**src/rtl/register.sv**
```systemverilog
`default_nettype none
// ============================================================================
//  Module   : register
//  Purpose  : WIDTH-bit loadable storage register with an asynchronous,
//             active-low clear. The register is built from WIDTH identical,
//             independent bit cells. Each cell is a 2:1 hold/load select
//             followed by a D flip-flop with asynchronous clear.
//
//  Ports    : clk    - in  1      rising-edge clock
//             rst_n  - in  1      asynchronous active-low reset (clears out)
//             in     - in  WIDTH  signed data, sampled at the rising edge
//             load   - in  1      write enable, sampled at the rising edge
//             out    - out WIDTH  signed stored value, driven by the flops
//
//  Revision : 1.0 - initial release
// ============================================================================
module register #(
    parameter int WIDTH = 16
) (
    input  logic                    clk,
    input  logic                    rst_n,
    input  logic signed [WIDTH-1:0] in,
    input  logic                    load,
    output logic signed [WIDTH-1:0] out
);

    genvar i;
    generate
        for (i = 0; i < WIDTH; i = i + 1) begin : g_bit
            logic bit_d;
            logic bit_q;

            // A ternary is used rather than if/else so that an X on load
            // propagates into the cell instead of silently selecting hold.
            always_comb begin
                bit_d = load ? in[i] : bit_q;
            end

            always_ff @(posedge clk or negedge rst_n) begin
                if (!rst_n) begin
                    bit_q <= 1'b0;
                end else begin
                    bit_q <= bit_d;
                end
            end

            // Output comes straight from the flop: no path from in/load.
            assign out[i] = bit_q;
        end
    endgenerate

endmodule
`default_nettype wire

```
**config.mk**
```make
export PLATFORM = sky130hd
export DESIGN_NAME = register
export DESIGN_NICKNAME = d
export VERILOG_FILES = /design/src/rtl/register.sv
export SDC_FILE = /design/constraint.sdc
export NUM_CORES = 1
export LEC_CHECK = 0
export BUFFER_PORTS_ARGS = -buffer_cell sky130_fd_sc_hd__buf_2
export CORE_UTILIZATION = 40
export CTS_BUF_LIST = sky130_fd_sc_hd__clkbuf_4
export CTS_CLUSTER_DIAMETER = 120
export CTS_CLUSTER_SIZE = 14
export DETAILED_ROUTE_END_ITERATION = 16
export GPL_TIMING_DRIVEN = 0
export HOLD_SLACK_MARGIN = 0.08
export PLACE_DENSITY = 0.73
export SYNTH_ARGS = -nofsm -noshare
export SYNTH_HDL_FRONTEND = slang
export SYNTH_SLANG_ARGS = --single-unit
```
**constraint.sdc**
```tcl
create_clock -name clk -period 0.8 [get_ports clk]
set_input_delay 0.12 -clock clk [delete_from_list [all_inputs] [get_ports clk]]
set_output_delay 0.12 -clock clk [all_outputs]
set_load 0.005 [all_outputs]
```
## Word-level counts from Yosys, hierarchy flattened

Cells that the tools add are included.

- Bits in registers: 16
- Input port bits: 19
- Output and inout port bits: 16
- Logic and storage cells: 16

## Logic depth before layout (Yosys ltp)

- Word-level depth: 0
- Mapped depth: 3
- Depth with buffers taken out: 1

## Least setup slack after synthesis

No wires, ideal clock.

- Kind: input to register
- Start point: input load
- End point: register g_bit[0].bit_q
- Setup time: 125 ps
- Arrival time: 656 ps
- Required time: 675 ps
- Path slack: 18 ps
- Cell stages on the path: 3
- Buffers on the path: 2
- Cell sequence: buf_6 > buf_12 > mux2_4

RTL lines:

| element | RTL line | RTL |
|---|---|---|
| start, declared | 23 | `input logic load,` |
| end signal, assigned | 43 | `bit_q <= bit_d;` |
| end, declared | 31 | `logic bit_q;` |

No word-level cell between the ends.

## Worst setup path after layout

- Start point: register g_bit[2].bit_q
- End point: output out[2]

RTL lines:

| element | RTL line | RTL |
|---|---|---|
| start, declared | 31 |  |
| start signal, assigned | 43 |  |
| end, declared | 24 | `output logic signed [WIDTH-1:0] out` |

No word-level cell between the ends.

==> impl_metrics.json <==
{
  "status": "finished with violations",
  "violations": "negative setup slack",
  "synth_seq_cells": 16,
  "fin_crit_ns": 1.031,
  "syn_to_final_growth_pct": 49.11,
  "die-width_um": 45.86,
  "use_met2": 0.2676,
  "cp_max_fo": 2,
  "fp-row-count": 15,
  "drive_gt1_frac": 0.8022,
  "clockBufferDepth": 2,
  "busiest_layer": "met2",
  "hold_viol": 0,
  "relSlewSlack": 0.7642,
  "diodes": 0,
  "vdd_ir_drop_max_v": 0.0009894,
  "final_cell_mix": "buf_6, buf_2, dfrtp_1",
  "place_hpwl_um": 915.1,
  "r2r-start": "g_bit[3].bit_q",
  "ant_nets": 0,
  "finalCritPeriodShare": 1.289,
  "timing.fmax_mhz": 969.6,
  "worstSetupStartpointType": "flip-flop",
  "final_cells": 116,
  "cp-end-kind": "output port",
  "clock-root-buffer": "clkbuf_4",
  "via_per_inst": 4.224,
  "syn_avg_cell_area_um2": 15.39,
  "use_met3": 0.01190,
  "top_register": "g_bit.bit_q",
  "total_power_uw": 1931,
  "ioPinCount": 35,
  "worstPathCellList": "buf_6 > buf_6",
  "dp.cells": 108,
  "cp.arrival_ns": 0.91,
  "grt_max_degree": 17,
  "hold_path.class": "input port to flip-flop",
  "drc_errors": 0,
  "layout_setup_ws_ns": -0.2313,
  "p_leak_uw": 0.0005903,
  "path_delay_family": "flip-flops",
  "gp_congestion": 0.5890,
  "r2r_end": "g_bit[3].bit_q",
  "critPathMostFrequentCell": "buf_6",
  "largest_reg_flops": 16,
  "clk_latency_ns": 0.27,
  "reg_top3": "g_bit.bit_q: 16 flops",
  "antenna_found_initial": 0,
  "finalWirelength_um": 1370,
  "maxCapViolations": 0,
  "yosys.cell_types.count": 6,
  "r2r_cells": 3,
  "port_buffers": 33,
  "tightest_slew_ns": 0.3537,
  "grt_pass1_wl_um": 2166,
  "die_y_um": 45.86,
  "synth_warnings": 0,
  "clk_pin_slew_ns": 0.09,
  "netlist_instances": 50,
  "crit_buf_inv": 2,
  "synthesis.nets": 69,
  "numClockSinks": 16,
  "start_util": 0.4362,
  "setup_violations": 27,
  "critPathRequiredTime_ns": 0.68,
  "final_common_cell": "buf_6",
  "cts_tree": "yes",
  "syn_area_um2": 769.5,
  "dr.pass1.iters": 1,
  "dp_slack_ns": -0.01952,
  "max_stage_delay_ns": 0.41,
  "min_from": "in[13]",
  "ctsHoldBuffers": 1,
  "grt_usage": 0.1506,
  "grt_pass1_vias": 501,
  "finalNetCount": 111,
  "grt_remaining_overflow": 0,
  "clock_skew_ns": 0,
  "critPathKind": "flip-flop to output port",
  "core_area_um2": 1764,
  "slowest_stage": "dfrtp_1",
  "die-area_um2": 2103,
  "hold_path_depth": 2,
  "first_iter_violations": 0,
  "wl_per_cell_um": 11.81,
  "final_max_slew_viol_count": 0,
  "rsz0062_at_grt": "true",
  "yosysSeqAreaShare": 0.5203,
  "fin_setup_tns_ns": -3.683,
  "htree_levels": 1,
  "r2r_slack_ns": -0.20,
  "vias": 490,
  "power.density_nw_per_um2": 1683,
  "use_met1": 0.1811,
  "hold_end": "g_bit[13].bit_q",
  "cts_buffers": 3
}
-- worst register-to-register path, cell delays in order, from the launching register on --
cell and delay [ns]:
dfrtp_1 0.40, buf_4 0.14, buf_6 0.10, mux2_4 0.25
-- power breakdown --
group          total (µW)  leakage, µW  internal, µW  switching, µW
clock                 421    0.0000154           180            241
combinational         562     0.000388           418            144
sequential            948     0.000187           890           58.3
total                1930     0.000590          1490            443
-- worst max path at each step --
stage                                from        endpoint  slack [ns]  cells past startpoint
after floorplan                      load  g_bit[0].bit_q        0.02                      3
final                      g_bit[2].bit_q          out[2]       -0.23                      2
after global routing      g_bit[13].bit_q         out[13]       -0.26                      2
after CTS                  g_bit[5].bit_q          out[5]       -0.23                      2
after global placement               load  g_bit[0].bit_q       -0.01                      3
after detailed placement             load  g_bit[3].bit_q       -0.02                      3
-- per-stage QoR --
stage,hold slack (ns),util,area (µm²)
6_report,0.06820,0.6504,1147
5_1_grt,0.05497,0.6504,1147
4_1_cts,0.05820,0.6248,1102
3_5_place_dp,0.05451,0.5475,965.9
3_3_place_gp,0.04423,0.5475,965.9
2_1_floorplan,-0.1756,-,769.5
-- layer usage --
metal  routed length (µm)  vias to the layer above
li1                     -                      232
met1                  527                      242
met2                  786                       14
met3                   36                        2
met4                   19                        0
met5                    0                        -
-- Yosys cell counts (all sizes together) --
master   n  area share
mux2    16        0.28
buf     18        0.20
dfrtp   16        0.52
-- cells by family after synthesis --
family | Yosys count | share of synthesized area
flops | 16 | 0.5203
buf+inv | 18 | 0.1968
mux | 16 | 0.2829
-- layout make-up --
type	count	area, µm²
multi-input combinational	16	217.7
timing repair buffer	46	361.6
sequential	16	400.4
fill	143	616.8
clock buffer	3	22.52
tap	25	31.28
clock inverter	1	3.754
buffer	9	110.1
-- what timing repair did --
item / in CTS / in global routing
gates resized for setup: 20 / 4
setup buffers: 8 / 4
endpoints found under the setup margin: 16 / 26
endpoints found under the hold margin: 31 / 15
Note: power is estimated with default switching activity, not from simulation.
